## config.mk

```make
export PLATFORM = sky130hd
export DESIGN_NAME = atm_session_ctrl_flat
export DESIGN_NICKNAME = d
export VERILOG_FILES = /design/src/rtl/atm_pkg.sv /design/src/rtl/atm_session_ctrl_if.sv /design/src/rtl/atm_account_table.sv /design/src/rtl/atm_session_ctrl.sv /design/src/flat_wrapper.sv
export SDC_FILE = /design/constraint.sdc
export NUM_CORES = 2
export LEC_CHECK = 0
export BUFFER_PORTS_ARGS = -buffer_cell sky130_fd_sc_hd__buf_2
export CAP_MARGIN = 15
export CORE_ASPECT_RATIO = 0.75
export CORE_UTILIZATION = 40
export CTS_CLUSTER_SIZE = 12
export DETAILED_ROUTE_END_ITERATION = 8
export GPL_ROUTABILITY_DRIVEN = 1
export GPL_TIMING_DRIVEN = 1
export PLACE_DENSITY = 0.56
export SYNTH_ARGS = -nofsm -noshare
export SYNTH_HDL_FRONTEND = slang
export SYNTH_HIERARCHICAL = 1
export SYNTH_SLANG_ARGS = --single-unit
```

## constraint.sdc

```tcl
create_clock -name clk -period 10.6 [get_ports clk]
set_input_delay 1.06 -clock clk [delete_from_list [all_inputs] [get_ports clk]]
set_output_delay 1.06 -clock clk [all_outputs]
set_load 0.02 [all_outputs]
```

## src/rtl/atm_pkg.sv

```systemverilog
// Shared types for the ATM session controller: opcodes, response codes,
// controller states and the overflow helper used by deposit and transfer.
package atm_pkg;

   typedef enum logic [2:0] {
      OP_LOGIN    = 3'd0,
      OP_BALANCE  = 3'd1,
      OP_WITHDRAW = 3'd2,
      OP_DEPOSIT  = 3'd3,
      OP_TRANSFER = 3'd4,
      OP_LOGOUT   = 3'd5,
      OP_ILL6     = 3'd6,
      OP_ILL7     = 3'd7
   } op_e;

   typedef enum logic [2:0] {
      ST_OK         = 3'd0,
      ST_BAD_AUTH   = 3'd1,
      ST_LOCKED     = 3'd2,
      ST_FUNDS      = 3'd3,
      ST_NO_DEST    = 3'd4,
      ST_OVERFLOW   = 3'd5,
      ST_NO_SESSION = 3'd6,
      ST_ILLEGAL    = 3'd7
   } status_e;

   typedef enum logic [2:0] {
      S_IDLE    = 3'd0,
      S_SESSION = 3'd1,
      S_SCAN    = 3'd2,
      S_EXEC    = 3'd3,
      S_RESP    = 3'd4
   } state_e;

   localparam status_e STATUS_OK      = ST_OK;
   localparam status_e STATUS_ILLEGAL = ST_ILLEGAL;

   // True when a + b does not fit in 'width' bits (width up to 32).
   function automatic logic sat_check(input logic [31:0] a, input logic [31:0] b,
                                      input int unsigned width);
      logic [32:0] sum;
      sum = {1'b0, a} + {1'b0, b};
      return (sum >> width) != 33'd0;
   endfunction

endpackage

```

## src/rtl/atm_session_ctrl_if.sv

```systemverilog
// Request/response channel between the keypad host and the session controller.
interface atm_session_ctrl_if #(
   parameter int ACC_W = 12,
   parameter int PIN_W = 4,
   parameter int BAL_W = 16,
   parameter int AMT_W = 11
);
   logic             req_valid;
   logic             req_ready;
   logic [2:0]       req_op;
   logic [ACC_W-1:0] acc_num;
   logic [PIN_W-1:0] pin;
   logic [ACC_W-1:0] dest_acc;
   logic [AMT_W-1:0] amount;
   logic             rsp_valid;
   logic [2:0]       rsp_status;
   logic [BAL_W-1:0] rsp_balance;

   modport master (
      output req_valid, req_op, acc_num, pin, dest_acc, amount,
      input  req_ready, rsp_valid, rsp_status, rsp_balance
   );

   modport slave (
      input  req_valid, req_op, acc_num, pin, dest_acc, amount,
      output req_ready, rsp_valid, rsp_status, rsp_balance
   );
endinterface

```

## src/rtl/atm_account_table.sv

```systemverilog
// Account table: number, PIN, valid, balance, PIN-failure count and lock per
// entry. One combinational read port for the scan, two balance read/write
// ports so a transfer can update both sides in one cycle.
module atm_account_table
   import atm_pkg::*;
#(
   parameter int NUM_ACCOUNTS  = 10,
   parameter int ACC_W         = 12,
   parameter int PIN_W         = 4,
   parameter int BAL_W         = 16,
   parameter int INIT_BALANCE  = 500,
   parameter int MAX_PIN_TRIES = 3,
   localparam int IDX_W  = (NUM_ACCOUNTS > 1) ? $clog2(NUM_ACCOUNTS) : 1,
   localparam int FAIL_W = $clog2(MAX_PIN_TRIES + 1)
) (
   input  logic              clk,
   input  logic              rst,
   input  logic              prov_we,
   input  logic [IDX_W-1:0]  prov_idx,
   input  logic [ACC_W-1:0]  prov_acc,
   input  logic [PIN_W-1:0]  prov_pin,
   input  logic [IDX_W-1:0]  rd_idx,
   output logic [ACC_W-1:0]  rd_acc,
   output logic [PIN_W-1:0]  rd_pin,
   output logic              rd_valid,
   output logic [FAIL_W-1:0] rd_fail,
   output logic              rd_lock,
   input  logic [IDX_W-1:0]  bal_a_idx,
   output logic [BAL_W-1:0]  bal_a,
   input  logic [IDX_W-1:0]  bal_b_idx,
   output logic [BAL_W-1:0]  bal_b,
   input  logic              auth_we,
   input  logic [IDX_W-1:0]  auth_idx,
   input  logic [FAIL_W-1:0] auth_fail,
   input  logic              auth_lock,
   input  logic              wr_a_en,
   input  logic [BAL_W-1:0]  wr_a_bal,
   input  logic              wr_b_en,
   input  logic [BAL_W-1:0]  wr_b_bal
);

   logic [ACC_W-1:0]  acc_q   [NUM_ACCOUNTS];
   logic [ACC_W-1:0]  acc_d   [NUM_ACCOUNTS];
   logic [PIN_W-1:0]  pin_q   [NUM_ACCOUNTS];
   logic [PIN_W-1:0]  pin_d   [NUM_ACCOUNTS];
   logic              valid_q [NUM_ACCOUNTS];
   logic              valid_d [NUM_ACCOUNTS];
   logic [BAL_W-1:0]  bal_q   [NUM_ACCOUNTS];
   logic [BAL_W-1:0]  bal_d   [NUM_ACCOUNTS];
   logic [FAIL_W-1:0] fail_q  [NUM_ACCOUNTS];
   logic [FAIL_W-1:0] fail_d  [NUM_ACCOUNTS];
   logic              lock_q  [NUM_ACCOUNTS];
   logic              lock_d  [NUM_ACCOUNTS];

   function automatic logic in_range(input logic [IDX_W-1:0] i);
      return 32'(i) < NUM_ACCOUNTS;
   endfunction

   // Read ports; indices past the last entry read as an empty slot.
   always_comb begin
      rd_acc   = '0;
      rd_pin   = '0;
      rd_valid = 1'b0;
      rd_fail  = '0;
      rd_lock  = 1'b0;
      bal_a    = '0;
      bal_b    = '0;
      if (in_range(rd_idx)) begin
         rd_acc   = acc_q[rd_idx];
         rd_pin   = pin_q[rd_idx];
         rd_valid = valid_q[rd_idx];
         rd_fail  = fail_q[rd_idx];
         rd_lock  = lock_q[rd_idx];
      end
      if (in_range(bal_a_idx)) bal_a = bal_q[bal_a_idx];
      if (in_range(bal_b_idx)) bal_b = bal_q[bal_b_idx];
   end

   // Next table contents from provisioning, login bookkeeping and balance writes.
   always_comb begin
      acc_d   = acc_q;
      pin_d   = pin_q;
      valid_d = valid_q;
      bal_d   = bal_q;
      fail_d  = fail_q;
      lock_d  = lock_q;
      if (prov_we && in_range(prov_idx)) begin
         acc_d[prov_idx]   = prov_acc;
         pin_d[prov_idx]   = prov_pin;
         valid_d[prov_idx] = 1'b1;
         bal_d[prov_idx]   = BAL_W'(INIT_BALANCE);
         fail_d[prov_idx]  = '0;
         lock_d[prov_idx]  = 1'b0;
      end
      if (auth_we && in_range(auth_idx)) begin
         fail_d[auth_idx] = auth_fail;
         lock_d[auth_idx] = auth_lock;
      end
      if (wr_a_en && in_range(bal_a_idx)) bal_d[bal_a_idx] = wr_a_bal;
      if (wr_b_en && in_range(bal_b_idx)) bal_d[bal_b_idx] = wr_b_bal;
   end

   // Table storage; reset empties every slot and restores opening balances.
   always_ff @(posedge clk) begin
      if (rst) begin
         for (int i = 0; i < NUM_ACCOUNTS; i++) begin
            acc_q[i]   <= '0;
            pin_q[i]   <= '0;
            valid_q[i] <= 1'b0;
            bal_q[i]   <= BAL_W'(INIT_BALANCE);
            fail_q[i]  <= '0;
            lock_q[i]  <= 1'b0;
         end
      end else begin
         acc_q   <= acc_d;
         pin_q   <= pin_d;
         valid_q <= valid_d;
         bal_q   <= bal_d;
         fail_q  <= fail_d;
         lock_q  <= lock_d;
      end
   end

endmodule

```

## src/rtl/atm_session_ctrl.sv

```systemverilog
// ATM session controller: accepts one request at a time, scans the account
// table for login/transfer lookups, applies one read-modify-write and returns
// a single-cycle response. Idle sessions are logged out after IDLE_CYCLES.
module atm_session_ctrl
   import atm_pkg::*;
#(
   parameter int NUM_ACCOUNTS  = 10,
   parameter int ACC_W         = 12,
   parameter int PIN_W         = 4,
   parameter int BAL_W         = 16,
   parameter int AMT_W         = 11,
   parameter int INIT_BALANCE  = 500,
   parameter int MAX_PIN_TRIES = 3,
   parameter int IDLE_CYCLES   = 6000,
   localparam int IDX_W = (NUM_ACCOUNTS > 1) ? $clog2(NUM_ACCOUNTS) : 1
) (
   input  logic             clk,
   input  logic             rst,
   input  logic             prov_we,
   input  logic [IDX_W-1:0] prov_idx,
   input  logic [ACC_W-1:0] prov_acc,
   input  logic [PIN_W-1:0] prov_pin,
   atm_session_ctrl_if.slave bus,
   output logic             session_active,
   output logic             timeout_pulse
);

   localparam int FAIL_W = $clog2(MAX_PIN_TRIES + 1);
   localparam int CNT_W  = $clog2(IDLE_CYCLES + 1);

   state_e           state_q, state_d;
   op_e              op_q, op_d;
   logic [ACC_W-1:0] acc_q, acc_d, dest_q, dest_d;
   logic [PIN_W-1:0] pin_q, pin_d;
   logic [AMT_W-1:0] amt_q, amt_d;
   logic [IDX_W-1:0] scan_idx_q, scan_idx_d, match_idx_q, match_idx_d, sess_idx_q, sess_idx_d;
   logic             found_q, found_d;
   logic [CNT_W-1:0] idle_cnt_q, idle_cnt_d;
   logic             req_ready_q, req_ready_d, rsp_valid_q, rsp_valid_d;
   status_e          rsp_status_q, rsp_status_d;
   logic [BAL_W-1:0] rsp_balance_q, rsp_balance_d;
   logic             session_active_q, session_active_d, timeout_pulse_q, timeout_pulse_d;

   logic              hs, prov_en;
   logic [IDX_W-1:0]  rd_idx;
   logic [ACC_W-1:0]  rd_acc, target;
   logic [PIN_W-1:0]  rd_pin;
   logic              rd_valid, rd_lock;
   logic [FAIL_W-1:0] rd_fail, fail_inc, auth_fail;
   logic [BAL_W-1:0]  bal_a, bal_b, amt_ext, wr_a_bal, wr_b_bal;
   logic              auth_we, auth_lock, wr_a_en, wr_b_en;

   assign hs       = bus.req_valid && req_ready_q;
   assign prov_en  = prov_we && (state_q == S_IDLE);
   assign target   = (op_q == OP_TRANSFER) ? dest_q : acc_q;
   assign rd_idx   = (state_q == S_SCAN) ? scan_idx_q : match_idx_q;
   assign amt_ext  = BAL_W'(amt_q);
   assign fail_inc = rd_fail + FAIL_W'(1);

   atm_account_table #(
      .NUM_ACCOUNTS(NUM_ACCOUNTS), .ACC_W(ACC_W), .PIN_W(PIN_W), .BAL_W(BAL_W),
      .INIT_BALANCE(INIT_BALANCE), .MAX_PIN_TRIES(MAX_PIN_TRIES)
   ) u_table (
      .clk(clk), .rst(rst),
      .prov_we(prov_en), .prov_idx(prov_idx), .prov_acc(prov_acc), .prov_pin(prov_pin),
      .rd_idx(rd_idx), .rd_acc(rd_acc), .rd_pin(rd_pin), .rd_valid(rd_valid),
      .rd_fail(rd_fail), .rd_lock(rd_lock),
      .bal_a_idx(sess_idx_q), .bal_a(bal_a), .bal_b_idx(match_idx_q), .bal_b(bal_b),
      .auth_we(auth_we), .auth_idx(match_idx_q), .auth_fail(auth_fail), .auth_lock(auth_lock),
      .wr_a_en(wr_a_en), .wr_a_bal(wr_a_bal), .wr_b_en(wr_b_en), .wr_b_bal(wr_b_bal)
   );

   // Next-state, operation execution and table write controls.
   always_comb begin
      state_d          = state_q;
      op_d             = op_q;
      acc_d            = acc_q;
      dest_d           = dest_q;
      pin_d            = pin_q;
      amt_d            = amt_q;
      scan_idx_d       = scan_idx_q;
      match_idx_d      = match_idx_q;
      sess_idx_d       = sess_idx_q;
      found_d          = found_q;
      idle_cnt_d       = idle_cnt_q;
      rsp_valid_d      = 1'b0;
      rsp_status_d     = rsp_status_q;
      rsp_balance_d    = rsp_balance_q;
      session_active_d = session_active_q;
      timeout_pulse_d  = 1'b0;
      auth_we          = 1'b0;
      auth_fail        = '0;
      auth_lock        = 1'b0;
      wr_a_en          = 1'b0;
      wr_a_bal         = '0;
      wr_b_en          = 1'b0;
      wr_b_bal         = '0;
      case (state_q)
         S_IDLE, S_SESSION: begin
            if (hs) begin
               op_d        = op_e'(bus.req_op);
               acc_d       = bus.acc_num;
               pin_d       = bus.pin;
               dest_d      = bus.dest_acc;
               amt_d       = bus.amount;
               idle_cnt_d  = '0;
               scan_idx_d  = '0;
               match_idx_d = '0;
               found_d     = 1'b0;
               state_d     = (op_e'(bus.req_op) == OP_LOGIN || op_e'(bus.req_op) == OP_TRANSFER)
                             ? S_SCAN : S_EXEC;
            end else if (state_q == S_SESSION) begin
               if (idle_cnt_q == CNT_W'(IDLE_CYCLES - 1)) begin
                  timeout_pulse_d  = 1'b1;
                  session_active_d = 1'b0;
                  idle_cnt_d       = '0;
                  state_d          = S_IDLE;
               end else begin
                  idle_cnt_d = idle_cnt_q + CNT_W'(1);
               end
            end
         end
         S_SCAN: begin
            if (!found_q && rd_valid && rd_acc == target) begin
               found_d     = 1'b1;
               match_idx_d = scan_idx_q;
            end
            if (scan_idx_q == IDX_W'(NUM_ACCOUNTS - 1)) state_d = S_EXEC;
            else scan_idx_d = scan_idx_q + IDX_W'(1);
         end
         S_EXEC: begin
            state_d       = S_RESP;
            rsp_balance_d = session_active_q ? bal_a : '0;
            if (op_q == OP_ILL6 || op_q == OP_ILL7) begin
               rsp_status_d = STATUS_ILLEGAL;
            end else if (op_q == OP_LOGIN) begin
               if (session_active_q) begin
                  rsp_status_d = STATUS_ILLEGAL;
               end else if (!found_q) begin
                  rsp_status_d = ST_BAD_AUTH;
               end else if (rd_lock) begin
                  rsp_status_d = ST_LOCKED;
               end else if (rd_pin != pin_q) begin
                  rsp_status_d = ST_BAD_AUTH;
                  auth_we      = 1'b1;
                  auth_fail    = fail_inc;
                  auth_lock    = (fail_inc == FAIL_W'(MAX_PIN_TRIES));
               end else begin
                  rsp_status_d     = STATUS_OK;
                  auth_we          = 1'b1;
                  sess_idx_d       = match_idx_q;
                  session_active_d = 1'b1;
                  rsp_balance_d    = bal_b;
               end
            end else if (!session_active_q) begin
               rsp_status_d = ST_NO_SESSION;
            end else begin
               case (op_q)
                  OP_WITHDRAW: begin
                     if (amt_ext > bal_a) begin
                        rsp_status_d = ST_FUNDS;
                     end else begin
                        rsp_status_d  = STATUS_OK;
                        wr_a_en       = 1'b1;
                        wr_a_bal      = bal_a - amt_ext;
                        rsp_balance_d = wr_a_bal;
                     end
                  end
                  OP_DEPOSIT: begin
                     if (sat_check(32'(bal_a), 32'(amt_ext), BAL_W)) begin
                        rsp_status_d = ST_OVERFLOW;
                     end else begin
                        rsp_status_d  = STATUS_OK;
                        wr_a_en       = 1'b1;
                        wr_a_bal      = bal_a + amt_ext;
                        rsp_balance_d = wr_a_bal;
                     end
                  end
                  OP_TRANSFER: begin
                     if (!found_q || match_idx_q == sess_idx_q) begin
                        rsp_status_d = ST_NO_DEST;
                     end else if (amt_ext > bal_a) begin
                        rsp_status_d = ST_FUNDS;
                     end else if (sat_check(32'(bal_b), 32'(amt_ext), BAL_W)) begin
                        rsp_status_d = ST_OVERFLOW;
                     end else begin
                        rsp_status_d  = STATUS_OK;
                        wr_a_en       = 1'b1;
                        wr_a_bal      = bal_a - amt_ext;
                        wr_b_en       = 1'b1;
                        wr_b_bal      = bal_b + amt_ext;
                        rsp_balance_d = wr_a_bal;
                     end
                  end
                  OP_LOGOUT: begin
                     rsp_status_d     = STATUS_OK;
                     session_active_d = 1'b0;
                     rsp_balance_d    = '0;
                  end
                  default: rsp_status_d = STATUS_OK;
               endcase
            end
         end
         S_RESP: begin
            rsp_valid_d = 1'b1;
            state_d     = session_active_q ? S_SESSION : S_IDLE;
         end
         default: state_d = S_IDLE;
      endcase
      req_ready_d = (state_d == S_IDLE) || (state_d == S_SESSION);
   end

   // Controller registers; reset abandons any operation in flight.
   always_ff @(posedge clk) begin
      if (rst) begin
         state_q          <= S_IDLE;
         op_q             <= OP_LOGIN;
         acc_q            <= '0;
         dest_q           <= '0;
         pin_q            <= '0;
         amt_q            <= '0;
         scan_idx_q       <= '0;
         match_idx_q      <= '0;
         sess_idx_q       <= '0;
         found_q          <= 1'b0;
         idle_cnt_q       <= '0;
         req_ready_q      <= 1'b1;
         rsp_valid_q      <= 1'b0;
         rsp_status_q     <= STATUS_OK;
         rsp_balance_q    <= '0;
         session_active_q <= 1'b0;
         timeout_pulse_q  <= 1'b0;
      end else begin
         state_q          <= state_d;
         op_q             <= op_d;
         acc_q            <= acc_d;
         dest_q           <= dest_d;
         pin_q            <= pin_d;
         amt_q            <= amt_d;
         scan_idx_q       <= scan_idx_d;
         match_idx_q      <= match_idx_d;
         sess_idx_q       <= sess_idx_d;
         found_q          <= found_d;
         idle_cnt_q       <= idle_cnt_d;
         req_ready_q      <= req_ready_d;
         rsp_valid_q      <= rsp_valid_d;
         rsp_status_q     <= rsp_status_d;
         rsp_balance_q    <= rsp_balance_d;
         session_active_q <= session_active_d;
         timeout_pulse_q  <= timeout_pulse_d;
      end
   end

   assign bus.req_ready   = req_ready_q;
   assign bus.rsp_valid   = rsp_valid_q;
   assign bus.rsp_status  = rsp_status_q;
   assign bus.rsp_balance = rsp_balance_q;
   assign session_active  = session_active_q;
   assign timeout_pulse   = timeout_pulse_q;

endmodule

```

## src/flat_wrapper.sv

```systemverilog
// flat-port wrapper written by rule: the top's interface ports become plain ports
module atm_session_ctrl_flat import atm_pkg::*;
#(
   parameter int NUM_ACCOUNTS  = 10,
   parameter int ACC_W         = 12,
   parameter int PIN_W         = 4,
   parameter int BAL_W         = 16,
   parameter int AMT_W         = 11,
   parameter int INIT_BALANCE  = 500,
   parameter int MAX_PIN_TRIES = 3,
   parameter int IDLE_CYCLES   = 6000,
   localparam int IDX_W = (NUM_ACCOUNTS > 1) ? $clog2(NUM_ACCOUNTS) : 1
)
  (clk, rst, prov_we, prov_idx, prov_acc, prov_pin, session_active, timeout_pulse, bus_req_valid, bus_req_op, bus_acc_num, bus_pin, bus_dest_acc, bus_amount, bus_req_ready, bus_rsp_valid, bus_rsp_status, bus_rsp_balance);
  atm_session_ctrl_if #(.ACC_W(ACC_W), .PIN_W(PIN_W), .BAL_W(BAL_W), .AMT_W(AMT_W)) bus_i ();
  input  logic clk;
  input  logic rst;
  input  logic prov_we;
  input  logic [IDX_W-1:0] prov_idx;
  input  logic [ACC_W-1:0] prov_acc;
  input  logic [PIN_W-1:0] prov_pin;
  output logic session_active;
  output logic timeout_pulse;
  input wire logic [$bits(bus_i.req_valid)-1:0] bus_req_valid;
  input wire logic [$bits(bus_i.req_op)-1:0] bus_req_op;
  input wire logic [$bits(bus_i.acc_num)-1:0] bus_acc_num;
  input wire logic [$bits(bus_i.pin)-1:0] bus_pin;
  input wire logic [$bits(bus_i.dest_acc)-1:0] bus_dest_acc;
  input wire logic [$bits(bus_i.amount)-1:0] bus_amount;
  output wire logic [$bits(bus_i.req_ready)-1:0] bus_req_ready;
  output wire logic [$bits(bus_i.rsp_valid)-1:0] bus_rsp_valid;
  output wire logic [$bits(bus_i.rsp_status)-1:0] bus_rsp_status;
  output wire logic [$bits(bus_i.rsp_balance)-1:0] bus_rsp_balance;
  assign bus_i.req_valid = bus_req_valid;
  assign bus_i.req_op = bus_req_op;
  assign bus_i.acc_num = bus_acc_num;
  assign bus_i.pin = bus_pin;
  assign bus_i.dest_acc = bus_dest_acc;
  assign bus_i.amount = bus_amount;
  assign bus_req_ready = bus_i.req_ready;
  assign bus_rsp_valid = bus_i.rsp_valid;
  assign bus_rsp_status = bus_i.rsp_status;
  assign bus_rsp_balance = bus_i.rsp_balance;
  atm_session_ctrl #(.NUM_ACCOUNTS(NUM_ACCOUNTS), .ACC_W(ACC_W), .PIN_W(PIN_W), .BAL_W(BAL_W), .AMT_W(AMT_W), .INIT_BALANCE(INIT_BALANCE), .MAX_PIN_TRIES(MAX_PIN_TRIES), .IDLE_CYCLES(IDLE_CYCLES)) u_core (.clk(clk), .rst(rst), .prov_we(prov_we), .prov_idx(prov_idx), .prov_acc(prov_acc), .prov_pin(prov_pin), .bus(bus_i), .session_active(session_active), .timeout_pulse(timeout_pulse));
endmodule
```

==> impl_metrics.yaml <==
outcome:
  outcome: "completed"
final_layout:
  layout.nets: 3234
  fin_util: 0.434
  fill_cells: 6612
  fin_cells: 4049
  area_delta_synth_final_pct: 7.02
  mostFrequentLayoutCells: "448 x dfxtp_1, 310 x nand3_1, 297 x a21oi_1"
  layout-drive-gt1-share: 0.144
  final_common_cell: "dfxtp_1"
  antenna_cells: 0
worst_setup_path:
  crit_type: "reg -> reg"
  worstPathArrival_ns: 8.16
  cp-endpoint: "u_core/u_table/bal_q[95]$_SDFF_PP0_"
  critical_path.startpoint_type: "register"
  worstPathMaxFanout: 50
  reg2reg_from: "u_core/sess_idx_q[0]$_SDFFE_PP0P_"
  path_cells: "buf_4 -> mux4_2 -> mux2i_1 -> o21ai_0 -> buf_4 -> ha_1 -> o211ai_1 -> a21oi_1 -> o41a_1 -> a21oi_1 -> buf_4 -> nor3_2 -> nor2_1 -> nor2_1 -> nor3b_4 -> buf_4 -> nand3_1 -> a311oi_1"
  required_ns: 11.11
  path_common_cell: "buf_4"
  crit_slowest_cell: "nor3b_4"
  endpoint_kind: "register"
  r2r-end: "u_core/u_table/bal_q[95]$_SDFF_PP0_"
  reg2regPathDepth: 18
  slowest_delay_ns: 1.02
  rrSetupSlack_ns: 2.96
  startpoint: "u_core/sess_idx_q[0]$_SDFFE_PP0P_"
clock_tree:
  cts_max_level: 2
  ctsHoldBuffers: 0
  cts_sinks: 454
  cts.path.max_buffers: 3
  insertion_delay_ns: 0.62
  numCtsBuffers: 50
  cts_resized: 0
  clockRootBuffer: "clkbuf_16"
  cts_tree: "built"
  cts_setup_buffers: 0
  path_clk_slew_ns: 0.06
logic_synthesis:
  yosys_warnings: 6
  synth_nets: 3434
  syn_inst: 3327
  seq_area_frac_synth: 0.327
  synth_top_area_frac: 0.327
  synthDistinctLibCells: 97
  syn-mean-instance-area_um2: 8.35
  synth_area_leaders: "dfxtp_1 33%, mux4_2 6.0%, nand3_1 5.6%"
  synthArstFlopShare: 0
  synth_edf_count: 0
  netlist_area_mm2: 0.0278
  synth-seq-cells: 454
  yosys.area.top_type: "dfxtp_1"
  synth_ff_type: "dfxtp_1"
route:
  vias: 28400
  drtPass1Iterations: 6
  drt_iter0_drc: 4093
  antenna_left: 0
  wire_per_inst_um: 27.6
  viasPerCell: 7.01
  drc: 0
  wl_mm: 112
global_routing:
  grt_first_pass_wirelength_mm: 168
  grt_pass1_vias: 26900
  overflow: 0
  antenna_found_initial: 2
  grt_max_degree: 246
  gr-usage-all-layers: 0.304
timing:
  setup_viol: 0
  fin_crit_sh: 0.721
  max_freq_mhz: 131
  fin_skew_ns: 0.0372
  rsz0062_at_grt: "false"
  finalSetupTns_ns: 0
  slew_violations: 0
  relSlewSlack: 0.0868
  tightest_slew_ns: 1.36
  finalCriticalPeriod_ns: 7.64
  finalHoldViolations: 0
place:
  place_hpwl_mm: 69.5
  place_inst: 3962
  port_buffers: 88
  gp_congestion: 0.937
power:
  power.leakage_nw: 9.37
  ir_drop_uv: 115
  p_per_area_mw_per_mm2: 130
floorplanning:
  dieWidth_um: 306
  core_mm2: 0.0685
  fp.dieH_um: 230
  dieArea_mm2: 0.0705
  initial_core_util: 0.405
  num_io_pins: 89
  rows: 83
min_path:
  hold_path.class: "reg -> reg"
run:
  drv_cap: 0
[Yosys cell counts, types with 26 or more instances]
master	n
nor3_1	197
a22oi_1	42
nand3_1	311
clkbuf_1	216
o31ai_1	71
ha_1	38
buf_2	154
inv_1	34
o21ai_1	33
o221ai_1	132
a311oi_1	105
nor2_1	124
nand2b_1	26
a221oi_1	67
o21ai_0	206
o22ai_1	38
nand2_1	162
a31oi_1	65
xnor2_1	28
mux4_2	74
dfxtp_1	454
mux2_2	60
mux2i_1	68
a21oi_1	297
[power breakdown]
| part | internal [W] | switching [W] |
|---|---|---|
| Combinational | 0.000110 | 0.000283 |
| Sequential | 0.00173 | 0.0000253 |
| Clock | 0.000974 | 0.000753 |
| Total | 0.00281 | 0.00106 |
[metal layers]
layer,wire (um),track usage,vias up
met4,2900,0.0944,0
met3,14000,0.0851,253
met2,47000,0.436,1848
li1,-,-,12400
met5,0,0,-
met1,47900,0.436,13900
[state kept, by name, indices dropped and copies added, names as in the netlist, 4 cells and up]
register,cells
u_core/pin_q,4
u_core/dest_q,12
u_core/acc_q,12
u_core/u_table/fail_q,20
u_core/match_idx_q,4
u_core/u_table/acc_q,120
u_core/u_table/bal_q,160
u_core/bus.rsp_balance,16
u_core/sess_idx_q,4
u_core/u_table/pin_q,40
u_core/idle_cnt_q,13
u_core/scan_idx_q,4
u_core/u_table/lock_q,10
u_core/u_table/valid_q,10
u_core/amt_q,11
[final cells by class]
cell class / count / area, um^2 / share of cell area
clock buffers: 70 / 1420 / 0.0477
clock inverters: 12 / 138 / 0.00463
inverters: 35 / 131 / 0.00442
multi-input cells: 2414 / 16700 / 0.562
flip-flops and latches: 454 / 9100 / 0.306
well taps: 892 / 1120 / 0.0375
repair buffers: 172 / 1110 / 0.0374
[through the flow]
stage                     worst slack [ns]  instance area [um^2]  hold slack, ns  total power, W
after detailed placement              3.19                 28100           0.447         0.00218
after floorplan                       5.73                 27800           0.431         0.00205
after global placement                3.42                 28100           0.442         0.00217
final                                 2.96                 29700           0.457         0.00388
after CTS                             3.19                 29700           0.456         0.00389
after global routing                  2.61                 29700           0.485         0.00400
[worst max-delay path: cells and delay by family (launching register included)]
kind / cells / cell delay, ns
AND/OR/NAND/NOR: 5 / 2.49
buffers and inverters: 4 / 1.48
multiplexers: 2 / 1.05
AO/OA/AOI/OAI: 6 / 1.25
adder cells (fa/ha/maj): 1 / 0.43
flip-flops: 1 / 0.80
[cell families (layout without fill, tap and decap cells)]
group	after synthesis	in the layout	share of synthesized area
compound gates	1151	1151	0.276
xor+xnor	47	47	0.0148
fa+ha+maj	41	41	0.0193
buf+inv	459	289	0.0759
flops	454	454	0.327
mux	202	202	0.109
simple gates	973	973	0.178
[worst min path at each step]
stage                                                 from                                      to  slack, ns  cells past startpoint
finish                       u_core/dest_q[5]$_SDFFE_PP0P_           u_core/dest_q[5]$_SDFFE_PP0P_       0.46                      2
global route                  u_core/acc_q[1]$_SDFFE_PP0P_            u_core/acc_q[1]$_SDFFE_PP0P_       0.48                      2
CTS                           u_core/acc_q[7]$_SDFFE_PP0P_            u_core/acc_q[7]$_SDFFE_PP0P_       0.46                      2
detailed placement            u_core/acc_q[7]$_SDFFE_PP0P_            u_core/acc_q[7]$_SDFFE_PP0P_       0.45                      2
global placement    u_core/u_table/valid_q[8]$_SDFFE_PP0N_  u_core/u_table/valid_q[8]$_SDFFE_PP0N_       0.44                      2
floorplan           u_core/u_table/valid_q[2]$_SDFFE_PP0N_  u_core/u_table/valid_q[2]$_SDFFE_PP0N_       0.43                      2
(Power assumes the default switching activity.)
